--- src/rtl/hazard_detect_unit_pkg.sv ---
// Shared core encodings for hazard metadata and operand-forward selects.
// Used by decode, the hazard unit and the datapath operand muxes.
package hazard_detect_unit_pkg;

    localparam int REG_AW_DEFAULT = 5;

    // Shadow pipeline stage indices (EXE is the youngest entry).
    localparam int STG_EXE      = 0;
    localparam int STG_MEM      = 1;
    localparam int STG_WB       = 2;
    localparam int SHADOW_DEPTH = 3;

    typedef enum logic [1:0] {
        OPT_NONE  = 2'b00,
        OPT_ALU   = 2'b01,
        OPT_LOAD  = 2'b10,
        OPT_STORE = 2'b11
    } hazard_optype_e;

    typedef enum logic [1:0] {
        FWD_RF      = 2'b00,
        FWD_EXE     = 2'b01,
        FWD_MEM_ALU = 2'b10,
        FWD_MEM_LD  = 2'b11
    } fwd_sel_e;

    // True for instruction types that write a destination register.
    function automatic logic is_writer(input logic [1:0] optype);
        logic result;
        case (optype)
            OPT_ALU:  result = 1'b1;
            OPT_LOAD: result = 1'b1;
            default:  result = 1'b0;
        endcase
        return result;
    endfunction

endpackage

--- src/rtl/hazard_detect_unit_fwd_select.sv ---
// Per-operand forward selector: picks the youngest in-flight producer of
// the operand and reports whether that producer is a load still in EXE.
module fwd_select
    import hazard_detect_unit_pkg::*;
#(
    parameter int REG_AW = REG_AW_DEFAULT
) (
    input  logic              rs_use,
    input  logic [REG_AW-1:0] rs_addr,
    input  logic [1:0]        exe_optype,
    input  logic [REG_AW-1:0] exe_rd,
    input  logic [1:0]        mem_optype,
    input  logic [REG_AW-1:0] mem_rd,
    output logic [1:0]        fwd_sel,
    output logic              exe_load_hit
);

    logic     exe_hit_s;
    logic     mem_hit_s;
    fwd_sel_e sel_s;

    // Match the operand against EXE and MEM; x0 is never forwarded.
    always_comb begin
        exe_hit_s = 1'b0;
        mem_hit_s = 1'b0;
        if (rs_use && (rs_addr != {REG_AW{1'b0}})) begin
            exe_hit_s = is_writer(exe_optype) && (rs_addr == exe_rd);
            mem_hit_s = is_writer(mem_optype) && (rs_addr == mem_rd);
        end else begin
            exe_hit_s = 1'b0;
            mem_hit_s = 1'b0;
        end
    end

    // EXE wins over MEM; a load in EXE selects the regfile because the
    // stall will hold the consumer until the load reaches MEM.
    always_comb begin
        sel_s = FWD_RF;
        if (exe_hit_s) begin
            if (exe_optype == OPT_ALU) begin
                sel_s = FWD_EXE;
            end else begin
                sel_s = FWD_RF;
            end
        end else if (mem_hit_s) begin
            case (mem_optype)
                OPT_ALU:  sel_s = FWD_MEM_ALU;
                OPT_LOAD: sel_s = FWD_MEM_LD;
                default:  sel_s = FWD_RF;
            endcase
        end else begin
            sel_s = FWD_RF;
        end
    end

    assign fwd_sel      = sel_s;
    assign exe_load_hit = exe_hit_s && (exe_optype == OPT_LOAD);

endmodule

--- src/rtl/hazard_detect_unit.sv ---
// Pipeline hazard responder: shadows EXE/MEM/WB destinations and drives
// stall, flush and forwarding selects for the 5-stage RV32I core.
module hazard_detect_unit
    import hazard_detect_unit_pkg::*;
#(
    parameter int REG_AW = REG_AW_DEFAULT
) (
    input  logic              clk,
    input  logic              rst,
    input  logic              rs1use_ID,
    input  logic              rs2use_ID,
    input  logic [REG_AW-1:0] rs1_addr_ID,
    input  logic [REG_AW-1:0] rs2_addr_ID,
    input  logic [REG_AW-1:0] rd_ID,
    input  logic [1:0]        hazard_optype_ID,
    input  logic              Branch_ID,
    output logic              PC_EN_IF,
    output logic              reg_FD_EN,
    output logic              reg_FD_flush,
    output logic              reg_DE_flush,
    output logic [1:0]        forward_ctrl_A,
    output logic [1:0]        forward_ctrl_B,
    output logic              forward_ctrl_ls
);

    typedef struct packed {
        logic [1:0]        optype;
        logic [REG_AW-1:0] rd;
    } shadow_t;

    shadow_t           shadow_r [SHADOW_DEPTH];
    logic [REG_AW-1:0] exe_rs2_r;
    logic              ls_r;

    logic [1:0] sel_a_s;
    logic [1:0] sel_b_s;
    logic       rs1_load_hit_s;
    logic       rs2_load_hit_s;
    logic       stall_s;
    logic       ls_next_s;

    fwd_select #(.REG_AW(REG_AW)) u_fwd_rs1 (
        .rs_use       (rs1use_ID),
        .rs_addr      (rs1_addr_ID),
        .exe_optype   (shadow_r[STG_EXE].optype),
        .exe_rd       (shadow_r[STG_EXE].rd),
        .mem_optype   (shadow_r[STG_MEM].optype),
        .mem_rd       (shadow_r[STG_MEM].rd),
        .fwd_sel      (sel_a_s),
        .exe_load_hit (rs1_load_hit_s)
    );

    fwd_select #(.REG_AW(REG_AW)) u_fwd_rs2 (
        .rs_use       (rs2use_ID),
        .rs_addr      (rs2_addr_ID),
        .exe_optype   (shadow_r[STG_EXE].optype),
        .exe_rd       (shadow_r[STG_EXE].rd),
        .mem_optype   (shadow_r[STG_MEM].optype),
        .mem_rd       (shadow_r[STG_MEM].rd),
        .fwd_sel      (sel_b_s),
        .exe_load_hit (rs2_load_hit_s)
    );

    // Load-use stall; a store only needing the loaded value as write data
    // picks it up from WB later, so it does not stall.
    always_comb begin
        stall_s = 1'b0;
        if (rs1_load_hit_s) begin
            stall_s = 1'b1;
        end else if (rs2_load_hit_s && (hazard_optype_ID != OPT_STORE)) begin
            stall_s = 1'b1;
        end else begin
            stall_s = 1'b0;
        end
    end

    // Store in EXE whose data register is produced by the load in MEM.
    always_comb begin
        ls_next_s = 1'b0;
        if ((shadow_r[STG_EXE].optype == OPT_STORE) &&
            (shadow_r[STG_MEM].optype == OPT_LOAD) &&
            (exe_rs2_r == shadow_r[STG_MEM].rd) &&
            (shadow_r[STG_MEM].rd != {REG_AW{1'b0}})) begin
            ls_next_s = 1'b1;
        end else begin
            ls_next_s = 1'b0;
        end
    end

    // Shadow pipeline advance; a stall injects a bubble into EXE.
    always_ff @(posedge clk or negedge rst) begin
        if (!rst) begin
            for (int i = 0; i < SHADOW_DEPTH; i++) begin
                shadow_r[i] <= '{optype: OPT_NONE, rd: {REG_AW{1'b0}}};
            end
            exe_rs2_r <= {REG_AW{1'b0}};
        end else begin
            shadow_r[STG_WB]  <= shadow_r[STG_MEM];
            shadow_r[STG_MEM] <= shadow_r[STG_EXE];
            if (stall_s) begin
                shadow_r[STG_EXE] <= '{optype: OPT_NONE, rd: {REG_AW{1'b0}}};
                exe_rs2_r         <= {REG_AW{1'b0}};
            end else begin
                shadow_r[STG_EXE] <= '{optype: hazard_optype_ID, rd: rd_ID};
                exe_rs2_r         <= rs2_addr_ID;
            end
        end
    end

    // Store-data forward select, valid while the store sits in MEM.
    always_ff @(posedge clk or negedge rst) begin
        if (!rst) begin
            ls_r <= 1'b0;
        end else begin
            ls_r <= ls_next_s;
        end
    end

    // Reset forces the enables high and the flushes low even while
    // Branch_ID is still being driven by a stale decode.
    always_comb begin
        PC_EN_IF     = 1'b1;
        reg_FD_EN    = 1'b1;
        reg_FD_flush = 1'b0;
        reg_DE_flush = 1'b0;
        if (!rst) begin
            PC_EN_IF     = 1'b1;
            reg_FD_EN    = 1'b1;
            reg_FD_flush = 1'b0;
            reg_DE_flush = 1'b0;
        end else begin
            PC_EN_IF     = ~stall_s;
            reg_FD_EN    = ~stall_s;
            reg_DE_flush = stall_s;
            reg_FD_flush = Branch_ID & ~stall_s;
        end
    end

    assign forward_ctrl_A  = sel_a_s;
    assign forward_ctrl_B  = sel_b_s;
    assign forward_ctrl_ls = ls_r;

endmodule
--- config.mk ---
export PLATFORM = sky130hd
export DESIGN_NAME = hazard_detect_unit
export DESIGN_NICKNAME = d
export VERILOG_FILES = /design/src/rtl/hazard_detect_unit_pkg.sv /design/src/rtl/hazard_detect_unit_fwd_select.sv /design/src/rtl/hazard_detect_unit.sv
export SDC_FILE = /design/constraint.sdc
export NUM_CORES = 1
export LEC_CHECK = 0
export CORE_UTILIZATION = 25
export DETAILED_ROUTE_END_ITERATION = 7
export MAX_ROUTING_LAYER = met4
export PLACE_DENSITY_LB_ADDON = 0.15
export SYNTH_ARGS = -nofsm -noshare
export SYNTH_HDL_FRONTEND = slang
export SYNTH_SLANG_ARGS = --single-unit
--- constraint.sdc ---
create_clock -name clk -period 3.1 [get_ports clk]
set_input_delay 0.62 -clock clk [delete_from_list [all_inputs] [get_ports clk]]
set_output_delay 0.62 -clock clk [all_outputs]
set_load 0.03 [all_outputs]
# [Word-level counts from Yosys, hierarchy flattened]
# Index checks and enable logic that the tools add are counted.
# Widths: inputs -> output; s select.
[word_totals] wordCells=60 output_inout_bits=9 reg_bits=20 input_bits=22
[op_classes] n_reduce_logical=17 n_eq_ne=11 muxes=24 bitwise_logic=2
[ops] op="$eq 5x5->1" n=5
[ops] op="$mux 1" n=17
[ops] op="$reduce_bool 5->1" n=3
[ops] op="$logic_and 1x1->1" n=12
[ops] op="$mux 2" n=4
[ops] op="$mux 7" n=1
[ops] op="$eq 2x2->1 const B" n=3
[ops] op="$mux 5" n=1
[ops] op="$eq 2x1->1 const B" n=2
[ops] op="$pmux 2 s2" n=1
[ops] op="$reduce_or 2->1" n=2
[ops] op="$ne 2x2->1 const B" n=1
[ops] op="$and 1x1->1" n=1
[ops] op="$not 1->1" n=1

# [Longest topological paths before layout]
[depth] ltp_word=13 ltp_mapped=6 depth_no_buf=5

# [Modules after synthesis]
# A second synthesis with hierarchy kept.
[unflattened] hier_cells=111 hier_area_um2=1182.4
[modules_own_cells] module="hazard_detect_unit" cells_per_inst=49 area_per_inst_um2=701.9 instances=1
[modules_own_cells] module="fwd_select" cells_per_inst=31 area_per_inst_um2=240.2 instances=2

# [Worst setup path before layout]
# OpenSTA, ideal clock, no wires.
[synth_timing] path_type="in2out" from="input rs1_addr_ID[1]" to="output reg_FD_EN" stages=5 path_slack_ps=-23 t_required_ps=2480 t_arrival_ps=2503 path_cell_list="or4_1 > a21oi_1 > nor4b_1 > o21ai_0 > buf_4"
[synth_via] elab_chain_cells=7 elab_cells_between_ends=9
[synth_lines] element="start: declaration" line="hazard_detect_unit.sv:12" text="input logic [REG_AW-1:0] rs1_addr_ID,"
[synth_lines] element="$eq 5x5->1 / $reduce_bool 5->1 (equally long branches)" line="hazard_detect_unit_fwd_select.sv:27, hazard_detect_unit_fwd_select.sv:26"
[synth_lines] element="$logic_and 1x1->1 (on tied branches)" line="hazard_detect_unit_fwd_select.sv:27, hazard_detect_unit_fwd_select.sv:26"
[synth_lines] element="$mux 1 (*)" line="hazard_detect_unit_fwd_select.sv:26" text="if (rs_use && (rs_addr != {REG_AW{1'b0}})) begin"
[synth_lines] element="$logic_and 1x1->1 (*)" line="hazard_detect_unit_fwd_select.sv:57" text="assign exe_load_hit = exe_hit_s && (exe_optype == OPT_LOAD);"
[synth_lines] element="$mux 1 (*)" line="hazard_detect_unit.sv:68" text="if (rs1_load_hit_s) begin"
[synth_lines] element="$not 1->1 (*)"
[synth_lines] element="$mux 1 (*)"
[synth_lines] element="end: declaration" line="hazard_detect_unit.sv:18" text="output logic reg_FD_EN,"
# Mark *: on every way between the ends. The rest lies on a longest branch, timed or not.

# [Worst setup path after layout]
[layout_timing] from="input rs2_addr_ID[0]" to="output forward_ctrl_B[0]"
[layout_via] elab_chain_cells=5 elab_cells_between_ends=10
[layout_lines] element="start: declaration" line="hazard_detect_unit.sv:13" text="input logic [REG_AW-1:0] rs2_addr_ID,"
[layout_lines] element="$eq 5x5->1 / $reduce_bool 5->1 (equally long branches)" line="hazard_detect_unit_fwd_select.sv:28, hazard_detect_unit_fwd_select.sv:26"
[layout_lines] element="$logic_and 1x1->1 (on tied branches)" line="hazard_detect_unit_fwd_select.sv:28, hazard_detect_unit_fwd_select.sv:26"
[layout_lines] element="$mux 1" line="hazard_detect_unit_fwd_select.sv:26"
[layout_lines] element="$mux 2" line="hazard_detect_unit_fwd_select.sv:45" text="end else if (mem_hit_s) begin"
[layout_lines] element="$mux 2 (*)" line="hazard_detect_unit_fwd_select.sv:39" text="if (exe_hit_s) begin"
[layout_lines] element="end: declaration" line="hazard_detect_unit.sv:22" text="output logic [1:0] forward_ctrl_B,"
# Marked as above.

==> impl_metrics.yaml <==
timing:
  final-max-slew-violation-count: 0
  worst_pin_slew_ns: 0.420
  whs_ns: 0.493
  slew_headroom_pct: 71.9
  setup_viol: 0
  fmax_mhz: 328
  clock_skew_ns: 0.00258
  min_period_over_period_pct: 98.3
  hold_viol: 0
  rsz0062_at_grt: "false"
  period_minus_slack_ns: 3.05
  setup_slack_ns: 0.0535
  setup_tns_ns: 0
synth:
  async_flop_share_pct: 100
  syn_area_mm2: 0.00113
  syn-mean-instance-area_um2: 10.8
  yosysUniqueCellTypes: 28
  synth_common_cells: "20 x dfrtp_1, 18 x xnor2_1, 12 x nor3b_1"
  synth_edf_count: 0
  post-synth-top-count-cell: "dfrtp_1"
  synth_seq_area_share_pct: 44.1
  synth_cells: 105
  ys.warnings.count: 0
  synth_top_area_share_pct: 44.1
  synthTopCellsByArea: "dfrtp_1 44%, xnor2_1 14%, nor3b_1 7.9%, ha_1 4.4%, xor2_1 3.1%"
  synth-main-ff-cell: "dfrtp_1"
  synth.largest_area_cell: "dfrtp_1"
  ys_ff_latch: 20
  syn_nets: 131
clock_tree:
  ctsHtreeMaxLevel: 1
  cts_hold_buffers: 0
  postCtsSetupBuffers: 0
  clock-sinks: 20
  cts_tree: "yes"
  cts_inserted_buffers: 3
  root_buffer: "clkbuf_8"
  clock_latency_ns: 0.26
  cts.clk_slew.worst_paths_ns: 0.07
  cts.path.max_buffers: 2
routing:
  first_pass_iters: 6
  finalWirelength_mm: 3.04
  vias_per_cell: 4.71
  ant_nets: 0
  first_iter_violations: 40
  vias: 957
  drc_errors: 0
  routedWlPerCell_um: 15.0
grt:
  busiest_layer: "met2"
  overflow: 0
  gr-usage-met3_pct: 1.74
  grt_pass1_wl_mm: 5.01
  use_met2_pct: 22.4
  grt_pass1_vias: 1006
  grt_util_met1_pct: 18.5
  grt_use_total_pct: 14.0
  antenna_found_initial: 0
  grt_max_degree: 20
die:
  die_y_um: 69.4
  num_rows: 24
  ios: 31
  initial_core_util_pct: 26.1
  die-area_mm2: 0.00481
  coreArea_mm2: 0.00435
  die_w_um: 69.4
worst_setup_path:
  crit_path_end_kind: "output port"
  max_stage_delay_ns: 0.59
  critPathArrivalTime_ns: 2.43
  critical_path.cell_chain: "clkdlybuf4s50_1 -> or4_1 -> o21ai_4 -> nor4_1 -> mux2_2 -> buf_4"
  cp-start-kind: "input pin"
  path_max_fanout: 4
  slowest_stage: "or4_1"
  crit_required_ns: 2.48
  critPathKind: "input pin to output port"
placement:
  place_congestion: 0.814
  dpl.hpwl_mm: 2.34
  pre_cts_slack_ns: -0.566
  port_buffers: 30
  placed_cell_area_mm2: 0.00159
  dp_cells: 200
cells_and_area:
  utilization_pct: 38.0
  final_cells: 203
  postLayoutCellArea_mm2: 0.00166
  drive_above_1_share_pct: 23.8
  num_antenna_cells: 0
  area.growth.synth_to_final_pct: 45.9
  nNetsFinal: 179
run:
  maxCapViolations: 0
pwr:
  p_seq_share_pct: 49.4
  cellPowerDensity_mw_per_mm2: 353
  switchingPower_mw: 0.152
  p_comb_share_pct: 21.4
  swShare_pct: 26.1
  p_clk_share_pct: 29.2
  power.internal_mw: 0.432
  total_leakage_power_nw: 0.684
  fin_total_pwr_mw: 0.584
  ir_drop_uv: 162
run_status:
  status: "finished, final reports clean"
worst_hold_path:
  hold_path.class: "flip-flop to flip-flop"
[final timing paths]
check                               start           endpoint  slack [ns]  depth (start not counted)
hold / removal               shadow_r[19]       shadow_r[12]        0.49                          1
hold reg to reg              shadow_r[19]       shadow_r[12]        0.49                          1
min in group asynchronous             rst       shadow_r[18]        0.57                          1
max in group asynchronous             rst       exe_rs2_r[0]        2.01                          2
setup / recovery           rs2_addr_ID[0]  forward_ctrl_B[0]        0.05                          6
setup reg to reg             shadow_r[19]       shadow_r[18]        0.98                          6
[cell usage in the layout, fill, tap and decap left out, drive strengths merged, types with 5 or more instances in the layout]
master / n
buf: 24
nor2: 5
clkdlybuf4s50: 19
nor3b: 12
dfrtp: 20
xnor2: 18
[layout make-up]
cell class	instances	area, um2
inverter	4	15.0
sequential	20	500
timing repair buffer	46	397
multi-input combinational	78	637
clock buffer	3	41.3
tap	52	65.1
fill	426	2700
[sequential cells by signal, summed over array words and instances (netlist names)]
name,count
shadow_r,14
exe_rs2_r,5
forward_ctrl_ls,1
[power by group through the flow]
stage                     logic [mW]  registers [mW]  clock network [mW]
final                          0.125           0.289               0.170
after global routing           0.137           0.291               0.187
after CTS                      0.125           0.289               0.179
after detailed placement       0.122           0.294                   0
after global placement         0.120           0.294                   0
after floorplan               0.0543           0.289                   0
[critical path, delay by kind of cell]
family,cells,cell delay [ns]
buffers and inverters,2,0.61
and+or+nand+nor,2,0.68
muxes,1,0.27
AOI/OAI and AO/OA,1,0.25
[timing repair]
action / in CTS / in global routing
pin swaps: 4 / 2
gates resized for setup: 13 / 2
setup endpoints to repair: 5 / 2
[cell families (layout without fill, tap and decap cells)]
group | Yosys count | after routing | synth area share, %
AO/OA/AOI/OAI | 6 | 6 | 3.53
flip-flops | 20 | 20 | 44.1
adder cells (fa/ha/maj) | 4 | 4 | 4.41
multiplexers | 2 | 2 | 1.98
buffers and inverters | 7 | 53 | 3.42
AND/OR/NAND/NOR | 44 | 44 | 25.6
XOR/XNOR | 22 | 22 | 17.0
[metal layers]
metal	wire (um)	part of all wire [%]	up-vias
met3	86	2.8	2
met1	1450	48	473
li1	-	-	460
met5	0	0	-
met2	1480	49	22
met4	22	0.72	0
No activity file was read; power rests on OpenSTA's default activity.
